<file path="config.mk">
export PLATFORM = sky130hd
export DESIGN_NAME = or1200_if_fq
export DESIGN_NICKNAME = d
export VERILOG_FILES = /design/src/rtl/or1200_if_pkg.sv /design/src/rtl/or1200_if_fq_mem.sv /design/src/rtl/or1200_if_fq.sv
export SDC_FILE = /design/constraint.sdc
export NUM_CORES = 1
export LEC_CHECK = 0
export ABC_CLOCK_PERIOD_IN_PS = 4560
export CORE_MARGIN = 2
export CORE_UTILIZATION = 55
export DETAILED_ROUTE_END_ITERATION = 12
export HOLD_SLACK_MARGIN = 0.15
export PLACE_DENSITY = 0.8
export SLEW_MARGIN = 5
export SYNTH_ARGS = -nofsm -noshare
export SYNTH_HDL_FRONTEND = slang
export SYNTH_SLANG_ARGS = --single-unit
</file>
<file path="constraint.sdc">
create_clock -name clk -period 4.56 [get_ports clk]
set_clock_uncertainty 0.2 [all_clocks]
set_input_delay 0.456 -clock clk [delete_from_list [all_inputs] [get_ports clk]]
set_output_delay 0.456 -clock clk [all_outputs]
set_load 0.01 [all_outputs]
</file>
<file path="src/rtl/or1200_if_pkg.sv">
// Shared constants and fetch-queue entry type for the OR1200 instruction fetch stage.
package or1200_if_pkg;

  localparam int unsigned IF_AW = 32;
  localparam int unsigned IF_DW = 32;

  localparam logic [31:0] KILL_NOP = 32'h1441_0000;
  localparam logic [31:0] IDLE_NOP = 32'h1461_0000;

  localparam logic [3:0] ITAG_TE = 4'hd;
  localparam logic [3:0] ITAG_PE = 4'hc;
  localparam logic [3:0] ITAG_BE = 4'hb;

  // err = {bus error, page fault, tlb miss}
  typedef struct packed {
    logic [IF_DW-1:0] insn;
    logic [IF_AW-1:0] pc;
    logic [2:0]       err;
  } fq_entry_t;

endpackage

</file>
<file path="src/rtl/or1200_if_fq_mem.sv">
// Circular fetch-queue storage; pointers carry one extra wrap bit so full and empty differ.
module or1200_if_fq_mem
  import or1200_if_pkg::*;
#(
  parameter int unsigned DEPTH = 4
) (
  input  logic                           i_clk,
  input  logic                           i_rst_n,
  input  logic                           i_push,
  input  logic                           i_pop,
  input  logic                           i_flush,
  input  fq_entry_t                      i_wr_entry,
  output fq_entry_t                      o_rd_entry,
  output logic [$clog2(DEPTH+1)-1:0]     o_count,
  output logic                           o_full,
  output logic                           o_empty
);

  localparam int unsigned PW = $clog2(DEPTH);
  localparam int unsigned CW = $clog2(DEPTH + 1);

  fq_entry_t       r_mem [DEPTH];
  logic [PW:0]     r_wr_ptr;
  logic [PW:0]     r_rd_ptr;
  logic [PW:0]     w_diff;

  assign w_diff     = r_wr_ptr - r_rd_ptr;
  assign o_count    = CW'(w_diff);
  assign o_full     = (o_count == CW'(DEPTH));
  assign o_empty    = (r_wr_ptr == r_rd_ptr);
  assign o_rd_entry = r_mem[r_rd_ptr[PW-1:0]];

  always_ff @(posedge i_clk or negedge i_rst_n) begin
    if (!i_rst_n) begin
      r_wr_ptr <= '0;
      r_rd_ptr <= '0;
    end else if (i_flush) begin
      r_wr_ptr <= '0;
      r_rd_ptr <= '0;
    end else begin
      if (i_push) r_wr_ptr <= r_wr_ptr + 1'b1;
      if (i_pop)  r_rd_ptr <= r_rd_ptr + 1'b1;
    end
  end

  always_ff @(posedge i_clk) begin
    if (i_push && !i_flush)
      r_mem[r_wr_ptr[PW-1:0]] <= i_wr_entry;
  end

endmodule

</file>
<file path="src/rtl/or1200_if_fq.sv">
// OR1200 instruction fetch stage with a DEPTH-entry fetch queue and IC backpressure.
// Optional OR1200_IF_FQ_HIWATER_EN adds fq_hiwater (peak occupancy since reset/flush).
module or1200_if_fq
  import or1200_if_pkg::*;
#(
  parameter int unsigned DEPTH = 4,
  parameter int unsigned AW    = 32,
  parameter int unsigned DW    = 32,
  parameter int unsigned TAGW  = 4
) (
  input  logic                        clk,
  input  logic                        rst,
  input  logic [DW-1:0]               icpu_dat_i,
  input  logic                        icpu_ack_i,
  input  logic                        icpu_err_i,
  input  logic [AW-1:0]               icpu_adr_i,
  input  logic [TAGW-1:0]             icpu_tag_i,
  output logic                        icpu_rdy_o,
  input  logic                        if_freeze,
  input  logic                        if_flushpipe,
  input  logic                        no_more_dslot,
  input  logic                        rfe,
  output logic [DW-1:0]               if_insn,
  output logic [AW-1:0]               if_pc,
  output logic                        if_stall,
  output logic                        except_itlbmiss,
  output logic                        except_immufault,
  output logic                        except_ibuserr,
`ifdef OR1200_IF_FQ_HIWATER_EN
  output logic [$clog2(DEPTH+1)-1:0]  fq_hiwater,
`endif
  output logic [$clog2(DEPTH+1)-1:0]  fq_count
);

  localparam int unsigned CW = $clog2(DEPTH + 1);

  logic      w_resp;
  logic      w_direct;
  logic      w_push;
  logic      w_pop;
  logic      w_empty;
  logic      w_full;
  logic      w_bypass;
  logic      w_kill;
  logic      r_bypass;
  logic [2:0] w_bus_err;
  logic [2:0] w_sel_err;
  logic [DW-1:0] w_sel_insn;
  logic [AW-1:0] w_bus_pc;
  fq_entry_t w_wr_entry;
  fq_entry_t w_head;
  logic [CW-1:0] w_count;
  logic      w_unused;

  assign w_unused = icpu_adr_i[1];

  assign w_resp   = icpu_ack_i | icpu_err_i;
  assign w_direct = w_empty & w_resp & ~if_freeze;
  assign w_push   = w_resp & icpu_rdy_o & ~if_flushpipe & ~w_direct;
  assign w_pop    = ~if_freeze & ~w_empty & ~if_flushpipe;

  assign w_bus_pc  = {icpu_adr_i[AW-1:2], 2'b00};
  assign w_bus_err = {icpu_err_i & (icpu_tag_i == TAGW'(ITAG_BE)),
                      icpu_err_i & (icpu_tag_i == TAGW'(ITAG_PE)),
                      icpu_err_i & (icpu_tag_i == TAGW'(ITAG_TE))};

  assign w_wr_entry.insn = icpu_err_i ? KILL_NOP : icpu_dat_i;
  assign w_wr_entry.pc   = w_bus_pc;
  assign w_wr_entry.err  = w_bus_err;

  or1200_if_fq_mem #(
    .DEPTH (DEPTH)
  ) u_mem (
    .i_clk      (clk),
    .i_rst_n    (rst),
    .i_push     (w_push),
    .i_pop      (w_pop),
    .i_flush    (if_flushpipe),
    .i_wr_entry (w_wr_entry),
    .o_rd_entry (w_head),
    .o_count    (w_count),
    .o_full     (w_full),
    .o_empty    (w_empty)
  );

  assign fq_count   = w_count;
  assign icpu_rdy_o = ~w_full;
  assign if_stall   = w_empty & ~w_resp;

  // Restart (adr[0]) suppresses the flush-driven bypass kill.
  assign w_bypass = icpu_adr_i[0] ? 1'b0 : (r_bypass | if_flushpipe);
  assign w_kill   = no_more_dslot | rfe | w_bypass;

  always_comb begin
    w_sel_insn = IDLE_NOP;
    w_sel_err  = w_bus_err;
    if_pc      = w_bus_pc;
    if (!w_empty) begin
      w_sel_insn = w_head.insn;
      w_sel_err  = w_head.err;
      if_pc      = w_head.pc;
    end else if (icpu_ack_i) begin
      w_sel_insn = icpu_dat_i;
    end
  end

  assign if_insn          = w_kill ? KILL_NOP : w_sel_insn;
  assign except_itlbmiss  = ~no_more_dslot & w_sel_err[0];
  assign except_immufault = ~no_more_dslot & w_sel_err[1];
  assign except_ibuserr   = ~no_more_dslot & w_sel_err[2];

  always_ff @(posedge clk or negedge rst) begin
    if (!rst) r_bypass <= 1'b0;
    else      r_bypass <= w_bypass;
  end

`ifdef OR1200_IF_FQ_HIWATER_EN
  logic [CW-1:0] r_hiwater;

  always_ff @(posedge clk or negedge rst) begin
    if (!rst)                     r_hiwater <= '0;
    else if (if_flushpipe)        r_hiwater <= '0;
    else if (w_count > r_hiwater) r_hiwater <= w_count;
  end

  assign fq_hiwater = r_hiwater;
`endif

endmodule
</file>
==> summary.txt, run 1 <==
Status
  – Status: finished, final reports clean

Floorplan
  – Core ar.: 19700 um2
  – # rows: 51
  – # IOs: 148
  – Die W: 146 um
  – Die Ht: 146 um
  – Initial Util: 0.565
  – Die Area: 21300 um2

Final layout
  – Nets: 889
  – Final std cells w/o fill: 1088
  – N_diodes: 0
  – Share of cells above drive strength 1: 0.162
  – Final Cell Area: 13700 um2
  – Most frequent cells in the layout: 260 x edfxtp_1, 144 x clkdlybuf4s50_1, 123 x nand2_1
  – Area grow syn2layout: 23.0%
  – Commonest non-fill, non-tap cell in the layout: edfxtp_1

STA
  – Fmax: 244 MHz
  – Unrepaired setup endpoints after global routing: no
  – Final worst-path cycle share: 0.900
  – Setup TNS: 0 ns
  – Slew at the pin closest to its max-slew limit: 1.20 ns
  – Slew Viols, Final: 0
  – Setup-failing EPs final: 0
  – Final hold violation count: 0
  – Headroom to the max-slew limit: 0.199
  – Clock period minus worst slack: 4.11 ns

Clock network
  – Clock Latency Late Sink: 0.51 ns
  – CTS Buf Count: 26
  – CTS tree: yes
  – Post-CTS Resized: 0
  – Bufs on Longest Clock Path: 3
  – H-tree levels: 1
  – CTS sink cnt: 267
  – Worst-path clk slew: 0.06 ns
  – CTS root buffer: clkbuf_16

Worst setup path
  – Depth of the most critical reg-to-reg path: 7
  – Crit-path max cell delay: 0.68 ns
  – Slowest CP cell: and3_2
  – Setup crit start kind: flip-flop
  – Worst-path fanout max: 33
  – CP arrival: 3.45 ns
  – Crit-path cells: ha_1 -> and3_2 -> buf_4 -> nand3_1 -> a21oi_1 -> clkdlybuf4s50_1
  – Worst Path Required: 3.90 ns
  – Critical path class: flip-flop to primary output
  – CP Capture Type: primary output

Synthesis
  – Yosys warning count: 0
  – Synth async-reset ratio: 0.0262
  – Yosys top cell area share: 0.703
  – Register area share after synthesis: 0.719
  – Biggest area consumer among synthesized cells: edfxtp_1
  – Post-synth EDFFs: 260
  – Synth unique cells: 37
  – Netlist Area Pre-Place: 11100 um2
  – Area contributors post-synth: edfxtp_1 70%, mux4_2 13%, nand2_1 4.2%
  – Syn_area_per_cell: 16.9 um2
  – Synth Flop Type: edfxtp_1
  – Syn Inst Count: 657
  – Post-synthesis register bit count: 267

Drt
  – Drc violations: 0
  – First drt pass iteration count: 5
  – Routed len/inst: 21.3 um
  – Vias: 6239
  – Via-per-instance ratio: 5.73
  – DRT antenna net count: 0
  – Initial drt markers: 453
  – Total wire length: 23200 um

Power and ir drop
  – Net Sw Frac: 0.325
  – Worst vdd ir: 587 uV
  – Logic pwr share: 0.400
  – Leakage: 4.53 nW
  – Pwr dens: 632 nW/um2
  – Tot Pwr: 8.64 mW
  – Psw: 2.81 mW
  – Clock share of power: 0.234
  – P_int: 5.83 mW
  – Reg power frac: 0.366

GRT
  – First-pass GRT wire length: 36600 um
  – Congestion Overflow GR: 0
  – Number of global-route vias before repair: 6755
  – All-Layer GR Usage: 0.220
  – Largest net degree at the start of global routing: 68
  – Antenna violations before repair: 0

Placed design
  – Final GP Congestion: 0.764
  – Post-Place Cells: 1041
  – Detail Placement HPWL: 14100 um
  – Post-DP Area: 12800 um2
  – IO buf count: 144

Min path
  – Hold Crit Depth: 2
  – Worst hold path class: primary input to flip-flop

Job
  – MaxCap Viol Count: 0
[metrics by stage]
stage	setup slack (ns)	utilization	hold WS, ns
6_report	0.455	0.695	0.309
3_5_place_dp	0.802	0.654	0.358
4_1_cts	0.440	0.695	0.295
5_1_grt	0.258	0.695	0.321
2_1_floorplan	1.22	-	-0.0396
3_3_place_gp	0.848	0.654	0.321
[metal layers]
metal	vias to the layer above	GRT usage	wire length, um	share of wire
li1	2802	-	-	-
met4	0	0.0583	443	0.019
met3	40	0.0288	1240	0.054
met1	3158	0.294	9460	0.41
met2	239	0.386	12100	0.52
met5	-	0	0	0
[synth_stat cells (all sizes together) (4+ instances only)]
cell type,n
mux4,65
nand2,123
nand3,30
nor3b,5
buf,30
ha,7
nor2b,27
clkbuf,14
inv,7
or2,4
o21ai,6
and2,4
nor2,13
dfrtp,7
a21oi,32
edfxtp,260
[cell type report]
| cell class | count | area (um2) |
|---|---|---|
| inverters | 7 | 26.3 |
| flip-flops and latches | 267 | 7990 |
| clock buffers | 32 | 694 |
| fillers | 1318 | 5990 |
| clock inverters | 14 | 114 |
| repair buffers | 163 | 1620 |
| multi-input cells | 340 | 2890 |
| well taps | 265 | 332 |
[flip-flops by register name (all words and copies together), names as in the netlist]
signal and flops:
r_bypass 1, u_mem.r_wr_ptr 3, u_mem.r_mem 260, u_mem.r_rd_ptr 3
[timing repair]
action,4_1_cts,5_1_grt
hold endpoints to repair,7,0
buffers inserted,0,0
hold buffers,1,0
[power by group through the flow]
stage | clock (mW) | sequential [mW] | combinational (mW)
6_report | 2.02 | 3.16 | 3.46
5_1_grt | 2.15 | 3.19 | 3.74
4_1_cts | 2.05 | 3.16 | 3.50
3_5_place_dp | 0 | 3.21 | 3.47
3_3_place_gp | 0 | 3.18 | 3.42
2_1_floorplan | 0 | 3.16 | 2.09
[path summary, 6_finish.rpt]
| path | startpoint | end | slack (ns) |
|---|---|---|---|
| worst max register to register | u_mem.r_rd_ptr[0] | u_mem.r_mem[2][56] | 1.17 |
| min in group asynchronous | rst | u_mem.r_rd_ptr[0] | 0.56 |
| worst min-delay path | icpu_adr_i[0] | r_bypass | 0.31 |
| max in group asynchronous | rst | u_mem.r_rd_ptr[0] | 3.30 |
| worst min register to register | u_mem.r_wr_ptr[0] | u_mem.r_wr_ptr[0] | 0.36 |
| worst max-delay path | u_mem.r_rd_ptr[0] | if_insn[23] | 0.45 |
[critical path: cells and delay by family, from the launching register on]
family / cells / cell delay (ns)
buffers and inverters: 2 / 0.92
and+or+nand+nor: 2 / 0.79
DFF: 1 / 0.59
adders and majority gates: 1 / 0.45
AOI/OAI and AO/OA: 1 / 0.17
[cell families after synthesis]
group | synth area share
DFF | 0.719
and+or+nand+nor | 0.0901
muxes | 0.135
buffers and inverters | 0.0229
AOI/OAI and AO/OA | 0.0195
adders and majority gates | 0.00969
xor gates and xnor gates | 0.00383
other | 0.000338
(Power assumes the default switching activity.)
==> run 2: changes to the inputs <==
--- a/config.mk
+++ b/config.mk
@@ -9,8 +9,10 @@
 export CORE_MARGIN = 2
 export CORE_UTILIZATION = 55
 export DETAILED_ROUTE_END_ITERATION = 12
+export GPL_TIMING_DRIVEN = 0
 export HOLD_SLACK_MARGIN = 0.15
 export PLACE_DENSITY = 0.8
+export SETUP_SLACK_MARGIN = 0.15
 export SLEW_MARGIN = 5
 export SYNTH_ARGS = -nofsm -noshare
 export SYNTH_HDL_FRONTEND = slang
==> run 2 against run 1 <==
Against the previous run: first-iteration DRC count shrank 13%; maximum frequency shrank 2.4%; clock power is essentially flat; count of clock-buffer cells in the layout shrank 6; cell area grew 0.81%; cell count grew 2.5%; non-clock buffer count grew 27; setup slack lost 0.10 ns; die area is the same; flip-flop and latch count is the same; wire length grew 4.0%; largest power group unchanged; critical endpoint is now if_insn[19]; sequential share of layout area shrank 0.50 points.
==> summary.txt, run 2 (synthesis results as in run 1) <==
Floorplan
  – # IOs: 148
  – Initial Util: 0.565
  – Die Ht: 146 um
  – Die Area: 21300 um2
  – # rows: 51
  – Die W: 146 um
  – Core ar.: 19700 um2

Power and ir drop
  – Worst vdd ir: 359 uV
  – Psw: 2.92 mW
  – Logic pwr share: 0.416
  – Pwr dens: 637 nW/um2
  – Reg power frac: 0.358
  – Leakage: 4.60 nW
  – Net Sw Frac: 0.333
  – P_int: 5.86 mW
  – Clock share of power: 0.226

Final layout
  – Fin util: 0.701
  – Area grow syn2layout: 24.0%
  – Nets: 915
  – Largest register FFs: 260
  – Most frequent cells in the layout: 260 x edfxtp_1, 141 x clkdlybuf4s50_1, 123 x nand2_1
  – N_diodes: 0
  – Commonest non-fill, non-tap cell in the layout: edfxtp_1
  – Fillcell total: 1289
  – Share of cells above drive strength 1: 0.175
  – Final Cell Area: 13800 um2
  – Footprint of the multi-input gates: 2880 um2
  – Register area: 7980 um2

STA
  – Setup ws final: 0.352 ns
  – Setup TNS: 0 ns
  – Setup-failing EPs final: 0
  – Fmax: 238 MHz
  – Slew at the pin closest to its max-slew limit: 0.714 ns
  – Final hold violation count: 0
  – Final worst-path cycle share: 0.923
  – Slew Viols, Final: 0
  – Unrepaired setup endpoints after global routing: no
  – Worst hold slack: 0.352 ns
  – Headroom to the max-slew limit: 0.523
  – Clock period minus worst slack: 4.21 ns

Drt
  – Drc violations: 0
  – DRT antenna net count: 0
  – First drt pass iteration count: 5
  – Initial drt markers: 393
  – Vias: 6493
  – Total wire length: 24200 um
  – Via-per-instance ratio: 5.82
  – Routed len/inst: 21.7 um

Placed design
  – Detail Placement HPWL: 15600 um
  – Post-DP Area: 13000 um2
  – Final GP Congestion: 0.767
  – IO buf count: 141
  – Pre-CTS setup slack: 0.454 ns

Worst setup path
  – Top cell by count, worst path: buf_2
  – CP arrival: 3.55 ns
  – Crit-path max cell delay: 0.60 ns
  – CP Capture Type: primary output
  – Setup crit start kind: flip-flop
  – Critical path class: flip-flop to primary output
  – CP startpoint: u_mem.r_rd_ptr[1]
  – Crit Reg-Reg Startpoint: u_mem.r_rd_ptr[1]
  – Worst Path Required: 3.90 ns
  – Crit-path cells: buf_4 -> inv_1 -> ha_1 -> nand3_1 -> buf_2 -> buf_2 -> nand2_1 -> a21oi_1 -> clkdlybuf4s50_1
  – Worst-path fanout max: 19
  – Slowest CP cell: clkdlybuf4s50_1

Clock network
  – H-tree levels: 1
  – CTS sink cnt: 267
  – Post-CTS Setup Bufs: 0
  – Clock Latency Late Sink: 0.52 ns
  – Bufs on Longest Clock Path: 3
  – CTS tree: yes
  – CTS Buf Count: 25
  – Worst-path clk slew: 0.06 ns
  – CTS root buffer: clkbuf_16

GRT
  – Antenna violations before repair: 0
  – Congestion Overflow GR: 0
  – Largest net degree at the start of global routing: 56
  – Number of global-route vias before repair: 7045
  – First-pass GRT wire length: 37900 um
  – All-Layer GR Usage: 0.229

Job
  – MaxCap Viol Count: 0

Status
  – Status: finished, final reports clean

Min path
  – Worst hold path class: primary input to flip-flop
  – Worst hold start: icpu_adr_i[0]
[run 2: power by group through the flow]
stage | clock network (mW) | registers, mW | logic, mW
final | 1.99 | 3.14 | 3.65
after global routing | 2.10 | 3.16 | 3.94
after floorplan | 0 | 3.16 | 2.09
after detailed placement | 0 | 3.19 | 3.66
after CTS | 2.02 | 3.14 | 3.69
after global placement | 0 | 3.18 | 3.51
[run 2: repair_timing]
action                                 CTS  global route
endpoints found under the hold margin   11             0
resized for setup                        0             1
cloned                                   0             0
hold buffers                             2             0
setup endpoints to repair               66             4
[run 2: final timing paths]
| path | to | slack, ns | cells past startpoint |
|---|---|---|---|
| setup / recovery | if_insn[19] | 0.35 | 9 |
| hold / removal | r_bypass | 0.35 | 2 |
| setup reg to reg | u_mem.r_mem[0][62] | 1.34 | 8 |
| hold reg to reg | u_mem.r_wr_ptr[2] | 0.39 | 1 |
| max in group asynchronous | u_mem.r_wr_ptr[0] | 3.37 | 2 |
| min in group asynchronous | u_mem.r_rd_ptr[0] | 0.54 | 2 |
[run 2: final cells by class]
class                           count  share of cell area
Sequential cell                   267               0.579
Multi-Input combinational cell    340               0.209
Timing Repair Buffer              147               0.112
Clock buffer                       26              0.0457
Tap cell                          265              0.0241
Buffer                             43              0.0163
Clock inverter                     20              0.0114
Inverter                            7             0.00191
[run 2: critical path, delay by kind of cell (launching register included)]
family	cells	cell delay, ns
AO/OA/AOI/OAI	1	0.22
buffers and inverters	5	1.65
AND/OR/NAND/NOR	2	0.25
flip-flops	1	0.56
adder cells (fa/ha/maj)	1	0.35
[run 2: stage by stage]
stage / power, mW / instances
after detailed placement: 6.85 / 1068
after global placement: 6.70 / 1064
after floorplan: 5.25 / 658
after CTS: 8.85 / 1115
final: 8.78 / 1115
after global routing: 9.20 / 1115
[run 2: routing by layer]
metal	vias to the layer above	global-route usage	wire length [um]
li1	2859	-	-
met1	3341	0.293	9360
met2	238	0.402	12700
met3	55	0.0384	1480
met4	0	0.0782	613
met5	-	0	0
